**src/rtl/rob_if.sv**
```systemverilog
// Decoder/EX/commit signal bundle for the reorder buffer.
// The rob module uses the slave side. Decoder, EX and regfile use the master side.
interface rob_if #(
    parameter int unsigned TAG_WIDTH  = 4,
    parameter int unsigned DATA_WIDTH = 32,
    parameter int unsigned ADDR_WIDTH = 32,
    parameter int unsigned REG_WIDTH  = 5
);
    logic                  rdy;
    logic                  if_issue_rob;
    logic [REG_WIDTH-1:0]  dest_reg;
    logic                  is_branch;
    logic                  pred_taken;
    logic [ADDR_WIDTH-1:0] pc_in;
    logic                  if_idle;
    logic [TAG_WIDTH-1:0]  free_tag;
    logic [TAG_WIDTH-1:0]  query_tag;
    logic                  query_ready;
    logic [DATA_WIDTH-1:0] query_data;
    logic [TAG_WIDTH-1:0]  tag_from_ex;
    logic [DATA_WIDTH-1:0] data_from_ex;
    logic                  taken_from_ex;
    logic [ADDR_WIDTH-1:0] target_from_ex;
    logic [TAG_WIDTH-1:0]  tag_renew;
    logic [DATA_WIDTH-1:0] data_renew;
    logic                  commit_en;
    logic [REG_WIDTH-1:0]  commit_reg;
    logic [DATA_WIDTH-1:0] commit_data;
    logic [TAG_WIDTH-1:0]  commit_tag;
    logic                  clear;
    logic [ADDR_WIDTH-1:0] pc_redirect;

    modport slave (
        input  rdy, if_issue_rob, dest_reg, is_branch, pred_taken, pc_in, query_tag,
               tag_from_ex, data_from_ex, taken_from_ex, target_from_ex,
        output if_idle, free_tag, query_ready, query_data, tag_renew, data_renew,
               commit_en, commit_reg, commit_data, commit_tag, clear, pc_redirect
    );

    modport master (
        output rdy, if_issue_rob, dest_reg, is_branch, pred_taken, pc_in, query_tag,
               tag_from_ex, data_from_ex, taken_from_ex, target_from_ex,
        input  if_idle, free_tag, query_ready, query_data, tag_renew, data_renew,
               commit_en, commit_reg, commit_data, commit_tag, clear, pc_redirect
    );
endinterface

```
**src/rtl/rob.sv**
```systemverilog
// Reorder buffer: in-order tag allocation, EX result broadcast, in-order commit.
// A mispredicted branch at commit flushes the whole buffer and redirects fetch.
module rob #(
    parameter int unsigned ROB_SIZE   = 16,
    parameter int unsigned TAG_WIDTH  = 4,
    parameter int unsigned DATA_WIDTH = 32,
    parameter int unsigned ADDR_WIDTH = 32,
    parameter int unsigned REG_WIDTH  = 5
) (
    input logic clk,
    input logic rst,
    rob_if.slave bus
);
    localparam logic [TAG_WIDTH-1:0] FIRST = TAG_WIDTH'(1);
    localparam logic [TAG_WIDTH-1:0] LAST  = TAG_WIDTH'(ROB_SIZE - 1);

    logic [ROB_SIZE-1:0]   busy;
    logic [ROB_SIZE-1:0]   ready;
    logic [REG_WIDTH-1:0]  dest_q   [ROB_SIZE];
    logic                  br_q     [ROB_SIZE];
    logic                  pred_q   [ROB_SIZE];
    logic [ADDR_WIDTH-1:0] pc_q     [ROB_SIZE];
    logic [DATA_WIDTH-1:0] value_q  [ROB_SIZE];
    logic                  taken_q  [ROB_SIZE];
    logic [ADDR_WIDTH-1:0] target_q [ROB_SIZE];

    logic [TAG_WIDTH-1:0] head, tail, count;
    logic idle, do_alloc, do_wb, do_commit, mispredict;

    function automatic logic [TAG_WIDTH-1:0] next_idx(input logic [TAG_WIDTH-1:0] i);
        return (i == LAST) ? FIRST : i + FIRST;
    endfunction

    assign idle       = (count != LAST);
    assign do_commit  = bus.rdy && busy[head] && ready[head];
    assign mispredict = do_commit && br_q[head] && (taken_q[head] != pred_q[head]);
    assign do_alloc   = bus.if_issue_rob && idle && bus.rdy && !mispredict;
    assign do_wb      = bus.rdy && (bus.tag_from_ex != '0) && busy[bus.tag_from_ex] && !mispredict;

    assign bus.if_idle  = idle;
    assign bus.free_tag = tail;

    // EX result being written back this cycle wins over the stored value.
    always_comb begin
        bus.query_ready = 1'b0;
        bus.query_data  = value_q[bus.query_tag];
        if (bus.query_tag != '0 && bus.query_tag == bus.tag_from_ex) begin
            bus.query_ready = 1'b1;
            bus.query_data  = bus.data_from_ex;
        end else if (busy[bus.query_tag] && ready[bus.query_tag]) begin
            bus.query_ready = 1'b1;
        end
    end

    always_ff @(posedge clk or posedge rst) begin
        if (rst) begin
            busy            <= '0;
            ready           <= '0;
            head            <= FIRST;
            tail            <= FIRST;
            count           <= '0;
            bus.tag_renew   <= '0;
            bus.data_renew  <= '0;
            bus.commit_en   <= 1'b0;
            bus.commit_reg  <= '0;
            bus.commit_data <= '0;
            bus.commit_tag  <= '0;
            bus.clear       <= 1'b0;
            bus.pc_redirect <= '0;
        end else begin
            bus.commit_en <= 1'b0;
            bus.clear     <= 1'b0;
            bus.tag_renew <= '0;
            if (do_commit) begin
                bus.commit_en   <= (dest_q[head] != '0);
                bus.commit_reg  <= dest_q[head];
                bus.commit_data <= value_q[head];
                bus.commit_tag  <= head;
            end
            if (mispredict) begin
                bus.clear       <= 1'b1;
                bus.pc_redirect <= taken_q[head] ? target_q[head]
                                                 : pc_q[head] + ADDR_WIDTH'(4);
                busy            <= '0;
                ready           <= '0;
                head            <= FIRST;
                tail            <= FIRST;
                count           <= '0;
            end else begin
                if (do_wb) begin
                    ready[bus.tag_from_ex] <= 1'b1;
                    bus.tag_renew          <= bus.tag_from_ex;
                    bus.data_renew         <= bus.data_from_ex;
                end
                if (do_commit) begin
                    busy[head]  <= 1'b0;
                    ready[head] <= 1'b0;
                    head        <= next_idx(head);
                end
                if (do_alloc) begin
                    busy[tail]  <= 1'b1;
                    ready[tail] <= 1'b0;
                    tail        <= next_idx(tail);
                end
                case ({do_alloc, do_commit})
                    2'b10:   count <= count + FIRST;
                    2'b01:   count <= count - FIRST;
                    default: count <= count;
                endcase
            end
        end
    end

    always_ff @(posedge clk) begin
        if (do_alloc) begin
            dest_q[tail] <= bus.dest_reg;
            br_q[tail]   <= bus.is_branch;
            pred_q[tail] <= bus.pred_taken;
            pc_q[tail]   <= bus.pc_in;
        end
        if (do_wb) begin
            value_q[bus.tag_from_ex]  <= bus.data_from_ex;
            taken_q[bus.tag_from_ex]  <= bus.taken_from_ex;
            target_q[bus.tag_from_ex] <= bus.target_from_ex;
        end
    end
endmodule

```
**src/flat_wrapper.sv**
```systemverilog
// flat-port wrapper written by rule: the top's interface ports become plain ports
module rob_flat 
#(
    parameter int unsigned ROB_SIZE   = 16,
    parameter int unsigned TAG_WIDTH  = 4,
    parameter int unsigned DATA_WIDTH = 32,
    parameter int unsigned ADDR_WIDTH = 32,
    parameter int unsigned REG_WIDTH  = 5
)
  (clk, rst, bus_rdy, bus_if_issue_rob, bus_dest_reg, bus_is_branch, bus_pred_taken, bus_pc_in, bus_query_tag, bus_tag_from_ex, bus_data_from_ex, bus_taken_from_ex, bus_target_from_ex, bus_if_idle, bus_free_tag, bus_query_ready, bus_query_data, bus_tag_renew, bus_data_renew, bus_commit_en, bus_commit_reg, bus_commit_data, bus_commit_tag, bus_clear, bus_pc_redirect);
  rob_if #(.TAG_WIDTH(TAG_WIDTH), .DATA_WIDTH(DATA_WIDTH), .ADDR_WIDTH(ADDR_WIDTH), .REG_WIDTH(REG_WIDTH)) bus_i ();
  input logic clk;
  input logic rst;
  input wire logic [$bits(bus_i.rdy)-1:0] bus_rdy;
  input wire logic [$bits(bus_i.if_issue_rob)-1:0] bus_if_issue_rob;
  input wire logic [$bits(bus_i.dest_reg)-1:0] bus_dest_reg;
  input wire logic [$bits(bus_i.is_branch)-1:0] bus_is_branch;
  input wire logic [$bits(bus_i.pred_taken)-1:0] bus_pred_taken;
  input wire logic [$bits(bus_i.pc_in)-1:0] bus_pc_in;
  input wire logic [$bits(bus_i.query_tag)-1:0] bus_query_tag;
  input wire logic [$bits(bus_i.tag_from_ex)-1:0] bus_tag_from_ex;
  input wire logic [$bits(bus_i.data_from_ex)-1:0] bus_data_from_ex;
  input wire logic [$bits(bus_i.taken_from_ex)-1:0] bus_taken_from_ex;
  input wire logic [$bits(bus_i.target_from_ex)-1:0] bus_target_from_ex;
  output wire logic [$bits(bus_i.if_idle)-1:0] bus_if_idle;
  output wire logic [$bits(bus_i.free_tag)-1:0] bus_free_tag;
  output wire logic [$bits(bus_i.query_ready)-1:0] bus_query_ready;
  output wire logic [$bits(bus_i.query_data)-1:0] bus_query_data;
  output wire logic [$bits(bus_i.tag_renew)-1:0] bus_tag_renew;
  output wire logic [$bits(bus_i.data_renew)-1:0] bus_data_renew;
  output wire logic [$bits(bus_i.commit_en)-1:0] bus_commit_en;
  output wire logic [$bits(bus_i.commit_reg)-1:0] bus_commit_reg;
  output wire logic [$bits(bus_i.commit_data)-1:0] bus_commit_data;
  output wire logic [$bits(bus_i.commit_tag)-1:0] bus_commit_tag;
  output wire logic [$bits(bus_i.clear)-1:0] bus_clear;
  output wire logic [$bits(bus_i.pc_redirect)-1:0] bus_pc_redirect;
  assign bus_i.rdy = bus_rdy;
  assign bus_i.if_issue_rob = bus_if_issue_rob;
  assign bus_i.dest_reg = bus_dest_reg;
  assign bus_i.is_branch = bus_is_branch;
  assign bus_i.pred_taken = bus_pred_taken;
  assign bus_i.pc_in = bus_pc_in;
  assign bus_i.query_tag = bus_query_tag;
  assign bus_i.tag_from_ex = bus_tag_from_ex;
  assign bus_i.data_from_ex = bus_data_from_ex;
  assign bus_i.taken_from_ex = bus_taken_from_ex;
  assign bus_i.target_from_ex = bus_target_from_ex;
  assign bus_if_idle = bus_i.if_idle;
  assign bus_free_tag = bus_i.free_tag;
  assign bus_query_ready = bus_i.query_ready;
  assign bus_query_data = bus_i.query_data;
  assign bus_tag_renew = bus_i.tag_renew;
  assign bus_data_renew = bus_i.data_renew;
  assign bus_commit_en = bus_i.commit_en;
  assign bus_commit_reg = bus_i.commit_reg;
  assign bus_commit_data = bus_i.commit_data;
  assign bus_commit_tag = bus_i.commit_tag;
  assign bus_clear = bus_i.clear;
  assign bus_pc_redirect = bus_i.pc_redirect;
  rob #(.ROB_SIZE(ROB_SIZE), .TAG_WIDTH(TAG_WIDTH), .DATA_WIDTH(DATA_WIDTH), .ADDR_WIDTH(ADDR_WIDTH), .REG_WIDTH(REG_WIDTH)) u_core (.clk(clk), .rst(rst), .bus(bus_i));
endmodule
```
**config.mk**
```make
export PLATFORM = sky130hd
export DESIGN_NAME = rob_flat
export DESIGN_NICKNAME = d
export VERILOG_FILES = /design/src/rtl/rob_if.sv /design/src/rtl/rob.sv /design/src/flat_wrapper.sv
export SDC_FILE = /design/constraint.sdc
export NUM_CORES = 2
export LEC_CHECK = 0
export CORE_ASPECT_RATIO = 2
export CORE_UTILIZATION = 60
export DETAILED_ROUTE_END_ITERATION = 16
export GPL_TIMING_DRIVEN = 0
export PLACE_DENSITY = 0.78
export SYNTH_ARGS = -nofsm -noshare
export SYNTH_HDL_FRONTEND = slang
export SYNTH_SLANG_ARGS = --single-unit
```
**constraint.sdc**
```tcl
create_clock -name clk -period 7.9 [get_ports clk]
set_input_delay 1.185 -clock clk [delete_from_list [all_inputs] [get_ports clk]]
set_output_delay 1.185 -clock clk [all_outputs]
set_load 0.005 [all_outputs]
```
## After elaboration in Yosys (flattened, before gate mapping)

Memory sizes are Yosys's and may differ from the RTL's. A register that Yosys moved wholly into a read port is not among the register bits.
Cells that the tools add are included.

| cells by class | value |
|---|---|
| div/mod/pow operators | 0 |
| reduce and logical (&&, ||, !) cells | 23 |
| bitwise operators | 8 |
| eq/ne operators | 7 |
| shift-type cells | 0 |
| multiplexer cells | 46 |
| add/sub/neg operators | 5 |
| multipliers | 0 |
| magnitude comparators | 7 |

Operators with widths:

| cell | number |
|---|---|
| 2-to-1 mux 16 bit | 10 |
| 2-to-1 mux 32 bit | 2 |
| bitwise AND 16 bit | 3 |
| 2-to-1 mux 4 bit | 9 |
| adder 32 x 3 -> 32 bit (second input constant) | 1 |
| inverter 16 bit | 2 |
| bitwise OR 16 bit | 2 |
| binary-select mux 1 bit (select 4 bit) | 5 |
| less-than comparator 4 x 5 -> 1 bit (second input constant) | 4 |
| 2-to-1 mux 1 bit | 16 |
| logical AND 1 bit | 15 |
| adder 4 x 1 -> 4 bit (second input constant) | 3 |
| demux 1 bit (select 4 bit) | 3 |
| >= comparator 4 x 1 -> 1 bit (second input constant) | 3 |
| == test 4 bit (second input constant) | 2 |
| one-hot mux 4 bit (2 select lines) | 1 |
| nonzero test 4 bit | 2 |
| nonzero test 5 bit | 1 |
| == test 4 bit | 1 |
| != test 4 bit (second input constant) | 1 |
| nonzero test 2 bit | 2 |
| subtractor 4 x 1 -> 4 bit (second input constant) | 1 |
| nonzero test 3 bit | 1 |
| == test 2 x 1 -> 1 bit (second input constant) | 1 |
| 5 further kinds | 5 |

| word-level totals | value |
|---|---|
| output and inout bits | 149 |
| flip-flop bits (word level) | 123 |
| memory bits (writable) | 1664 |
| memories kept | 7 |
| input bits | 116 |
| bits in read-only memories | 0 |
| latch bits | 0 |
| logic and storage cells | 115 |

Memories:

| memory | words | bits a word | read ports | clocked after Yosys merged registers in | write ports | line | RTL |
|---|---|---|---|---|---|---|---|
| u_core.pc_q | 16 | 32 | 1 | 0 | 1 | rob.sv:22 | `logic [ADDR_WIDTH-1:0] pc_q [ROB_SIZE];` |
| u_core.target_q | 16 | 32 | 1 | 0 | 1 | rob.sv:25 | `logic [ADDR_WIDTH-1:0] target_q [ROB_SIZE];` |
| u_core.value_q | 16 | 32 | 2 | 1 | 1 | rob.sv:23 | `logic [DATA_WIDTH-1:0] value_q [ROB_SIZE];` |
| u_core.dest_q | 16 | 5 | 1 | 0 | 1 | rob.sv:19 | `logic [REG_WIDTH-1:0] dest_q [ROB_SIZE];` |
| u_core.br_q | 16 | 1 | 1 | 0 | 1 | rob.sv:20 | `logic br_q [ROB_SIZE];` |
| u_core.pred_q | 16 | 1 | 1 | 0 | 1 | rob.sv:21 | `logic pred_q [ROB_SIZE];` |
| +1 memories | -- | -- | -- | -- | -- | -- |  |

## Depth between registers and ports, before layout

| logic depth | value |
|---|---|
| depth after elaboration | 16 |
| gate-level depth with buffers | 19 |
| mapped depth without buffers | 14 |

## Worst setup path after synthesis

Ideal clock, no wire load.

| timing path | value |
|---|---|
| path kind | reg2reg |
| start point | register u_core.head[0] |
| end point | register u_core.ready[6] |
| arrival | 6728 ps |
| required time | 7819 ps |
| stages on the path, launching flop included | 12 |
| buffers on the path | 3 |
| library setup time | 81 ps |
| path slack | 1091 ps |
| period minus slack after synthesis | 6809 ps |
| path through | dfstp_2 > buf_6 > buf_8 > mux4_2 > mux4_2 > xor2_1 > and2_1 > buf_6 > nand2_8 > inv_6 > nor4_2 > o221a_2 |

| between the ends | value |
|---|---|
| cells in the longest elaborated chain, start to end | 16 |
| elaborated cells between the ends (all ways) | 29 |
| classes of those cells | order compare: 2; eq/ne: 1; mux: 12; bitwise: 3; reduce/logical: 8; memory: 3 |

Ends and longest elaborated chain:

| what | line | RTL |
|---|---|---|
| from (decl) | rob.sv:27 | `logic [TAG_WIDTH-1:0] head, tail, count;` |
| from (signal assigned) | rob.sv:98 | `head <= next_idx(head);` |
| binary-select mux 1 bit (select 4 bit) | rob.sv:35 | `assign do_commit = bus.rdy && busy[head] && ready[head];` |
| 2-to-1 mux 1 bit (not written as such) | rob.sv:35 |  |
| logical AND 1 bit (2 in a row) | rob.sv:35 |  |
| logical AND 1 bit (2 in a row) | rob.sv:36 | `assign mispredict = do_commit && br_q[head] && (taken_q[head] != pred_q[head]);` |
| zero test 1 bit | rob.sv:37, rob.sv:38 |  |
| logical AND 1 bit | rob.sv:38 | `assign do_wb = bus.rdy && (bus.tag_from_ex != '0) && busy[bus.tag_from_ex] && !mispredict;` |
| 2-to-1 mux 16 bit | rob.sv:90 | `if (do_wb) begin` |
| 2-to-1 mux 16 bit | rob.sv:80 | `if (mispredict) begin` |
| bitwise AND 16 bit (no line) | -- |  |
| 2-to-1 mux 16 bit | rob.sv:95 | `if (do_commit) begin` |
| 2-to-1 mux 16 bit | rob.sv:80 |  |
| bitwise AND 16 bit (no line) | -- |  |
| 2-to-1 mux 16 bit | rob.sv:100 | `if (do_alloc) begin` |
| 2-to-1 mux 16 bit (*) | rob.sv:80 |  |
| to (signal assigned) | rob.sv:85 | `ready <= '0;` |
| to (signal, indexed assignment) | rob.sv:97 | `ready[head] <= 1'b0;` |
| to (signal, indexed assignment) | rob.sv:102 | `ready[tail] <= 1'b0;` |
| to (decl) | rob.sv:18 | `logic [ROB_SIZE-1:0] ready;` |

Every way passes the cells marked *; elsewhere a longest branch is shown, timed or not. The select of a mux whose other input is x is not followed.
A chain may end at the register's enable or synchronous reset.

## Final worst setup path

| timing path | value |
|---|---|
| start point | input bus_query_tag[0] |
| end point | output bus_query_data[26] |

| between the ends | value |
|---|---|
| cells in the longest elaborated chain, start to end | 3 |
| elaborated cells between the ends (all ways) | 5 |
| classes of those cells | eq/ne: 1; mux: 1; reduce/logical: 2; memory: 1 |

Ends and longest elaborated chain:

| what | line | RTL |
|---|---|---|
| from (decl) | flat_wrapper.sv:20 | `input wire logic [$bits(bus_i.query_tag)-1:0] bus_query_tag;` |
| parallel branches: the longest is 2 deep, another holds memory read (16 x 32 bit) | -- |  |
| 2-to-1 mux 32 bit (*) | rob.sv:47 | `if (bus.query_tag != '0 && bus.query_tag == bus.tag_from_ex) begin` |
| to (decl) | flat_wrapper.sv:28 | `output wire logic [$bits(bus_i.query_data)-1:0] bus_query_data;` |

Mark *: on every way between the ends.

==> reports/qor.txt <==
outcome: complete, no violations
CTS tree: yes
Initial Utilization: 60.43%
clock tree sinks: 1819
Final ANT Viol Nets: 0
DIE HEIGHT: 499.7 um
Via-to-Cell Ratio: 7.083
CP Class: primary input to output pin
Mapped Avg Cell Area: 22.42 sq um
most frequent cells in the layout: edfxtp_1, mux4_2, clkdlybuf4s50_1
I/O pin total: 265
FMAX: 154.8 MHz
Die ar.: 125400 sq um
Remaining DRCs: 0
Tcrit/Tclk final: 81.75%
number of global-route vias before repair: 41040
setup bufs post-CTS: 0
Synth async-reset ratio: 8.521%
WHS: 501.7 ps
routability congestion estimate from global placement: 0.9074
core area: 123000 sq um
RSZ-0062 raised after global routing: false
setup_tns: 0 ps
Yosys reg bits: 1819
power density cells: 302.3 nW/um^2
Reg area: 53850 sq um
CTS resizes: 0
CP cell instances: clkbuf_1, clkbuf_1, buf_1, mux4_2, mux4_2, mux2_2, clkdlybuf4s50_1
P_leak: 27.79 nW
Gate Count Post-Synth: 3314
worst-margin pin slew: 1385 ps
Seq pwr share: 43.7%
Rows: 182
crit end category: output pin
net switching power: 7.483 mW
Top Registers: u_core.pc_q x512, u_core.target_q x512, u_core.value_q x512
routed vias: 39600
WP data required: 6710 ps
CP max-delay cell: buf_1
final total power: 26.01 mW
register area share after synthesis: 72.46%
cts hold-fix bufs: 0
Post-DP HPWL: 138000 um
internal power: 18.52 mW
Die X: 250.9 um
Worst-Skew Late Latency: 810 ps
TritonCTS Buffers: 151
largest net degree at the start of global routing: 101
layout cells sized above 1: 30.61%
Finished Layout Cells: 5590
commonest non-fill, non-tap cell in the layout: edfxtp_1
Multi-input gate area: 19800 sq um
total of max-cap violations: 0
crit path DAT: 5270 ps
Max Root-Sink Buffers: 3
minimum clock period: 6458 ps
Max Slew Vio Count: 0
Cell Area, Synth: 74310 sq um
Area Overhead vs Synth: 15.79%
GRT Total Usage: 33.90%
Nets: 4019
Post-synth EDFFs: 1664
CTS root buf: clkbuf_16
Clk pwr share: 29.0%
dpl cells: 5301
drt initial violations: 4811
H-tree depth: 4
Startpoint Class: primary input
Sw Ratio: 28.77%
maximum vdd ir drop: 0.2268 mV
clk slew on worst S/H paths: 70 ps
first-pass GRT wire length: 293400 um
final wirelength: 207100 um
Layout fillers: 7151
largest stage delay on the critical path: 1020 ps
1st-pass router iterations: 8
Cell variety after synth: 60
IO buf count: 258
clock skew: 35.94 ps
worst hold path type: register to register
Gate power share: 27.3%
Synth Flop Type: edfxtp_1
Fin. Hold Viols: 0
initial antenna violation count: 19
GRT overflow: 0
Rel. slew slack: 7.652%
Synth warnings: 0
crit-path max FO: 10
final setup fails: 0
Wirelength per Cell: 37.06 um
[cell type report]
type / count / area share, %
buffer: 210 / 1.235
clock inverter: 78 / 0.8696
timing repair buffer: 359 / 5.110
tap: 1564 / 2.274
clock buffer: 200 / 4.826
antenna: 11 / 0.03199
multi-input combinational: 1338 / 23.01
inverter: 11 / 0.06253
sequential: 1819 / 62.58
[worst paths after layout]
check | cells past startpoint | end | start | slack (ps)
setup / recovery | 7 | bus_query_data[26] | bus_query_tag[0] | 1440
hold / removal | 2 | u_core.bus.pc_redirect[7] | u_core.bus.pc_redirect[7] | 500
setup reg to reg | 10 | u_core.bus.pc_redirect[16] | u_core.head[1] | 2630
hold reg to reg | 2 | u_core.bus.pc_redirect[7] | u_core.bus.pc_redirect[7] | 500
max in group asynchronous | 3 | u_core.bus.commit_data[23] | rst | 6050
min in group asynchronous | 2 | u_core.bus.commit_reg[2] | rst | 810
[per-stage QoR]
step	instance area (sq um)	worst slack, ps	util [%]
6_report	86040	1442	69.97
4_1_cts	86010	1410	69.95
5_1_grt	86020	1317	69.95
2_1_floorplan	74550	1091	-
3_5_place_dp	81110	1434	65.96
3_3_place_gp	79090	-4976	64.32
[layer usage]
layer | GRT usage [%] | up-vias | share of wire [%]
met4 | 21.97 | 22 | 7.3
met1 | 38.57 | 20580 | 31
met5 | 0 | - | 0.068
li1 | - | 15270 | -
met3 | 7.233 | 760 | 9.6
met2 | 58.09 | 2964 | 52
[cells in the mapped netlist, drive strengths merged, types with 2 or more instances]
cell / n / area share (%)
mux4: 665 / 20
nand2b: 10 / 0.084
clkbuf: 80 / 0.40
nand4: 19 / 0.17
ha: 13 / 0.22
o211ai: 4 / 0.040
o21ai: 39 / 0.26
nor4: 7 / 0.10
and3: 9 / 0.076
mux2: 106 / 1.6
a31oi: 10 / 0.084
mux2i: 12 / 0.16
nand2: 104 / 0.55
o2111a: 4 / 0.061
a22oi: 54 / 0.55
a21o: 13 / 0.13
o21a: 3 / 0.030
nor3: 5 / 0.034
a21oi: 32 / 0.22
and2: 9 / 0.076
nand3: 25 / 0.17
xnor2: 8 / 0.094
dfstp: 2 / 0.071
nor2: 49 / 0.27
o221a: 10 / 0.15
edfxtp: 1664 / 67
buf: 130 / 1.0
nor2b: 7 / 0.059
or4: 2 / 0.020
dfrtp: 153 / 5.2
o31ai: 2 / 0.020
a2bb2oi: 2 / 0.024
a31o: 5 / 0.059
o22ai: 6 / 0.051
nor3b: 2 / 0.020
inv: 10 / 0.057
or2: 3 / 0.025
xor2: 24 / 0.28
nor4b: 6 / 0.14
[power by group through the flow]
stage	combinational (mW)	sequential [mW]	clock, mW
2_1_floorplan	4.34	11.5	0
3_3_place_gp	6.78	11.6	0
3_5_place_dp	7.01	11.5	0
4_1_cts	7.10	11.4	7.60
5_1_grt	7.36	11.4	7.90
6_report	7.09	11.4	7.55
[worst max-delay path: cells and delay by family]
family | cells | cell delay, ps
mux | 3 | 1450
buf+inv | 4 | 2630
[logic make-up after synthesis]
| family | count (synthesis) | share of synthesized area [%] |
|---|---|---|
| adder cells (fa/ha/maj) | 13 | 0.2189 |
| flip-flops | 1819 | 72.46 |
| AND/OR/NAND/NOR | 258 | 1.805 |
| buffers and inverters | 221 | 1.488 |
| XOR/XNOR | 32 | 0.3772 |
| multiplexers | 783 | 21.92 |
| AO/OA/AOI/OAI | 187 | 1.719 |
| other | 1 | 0.005046 |
Power figures use the tool's default switching activity.
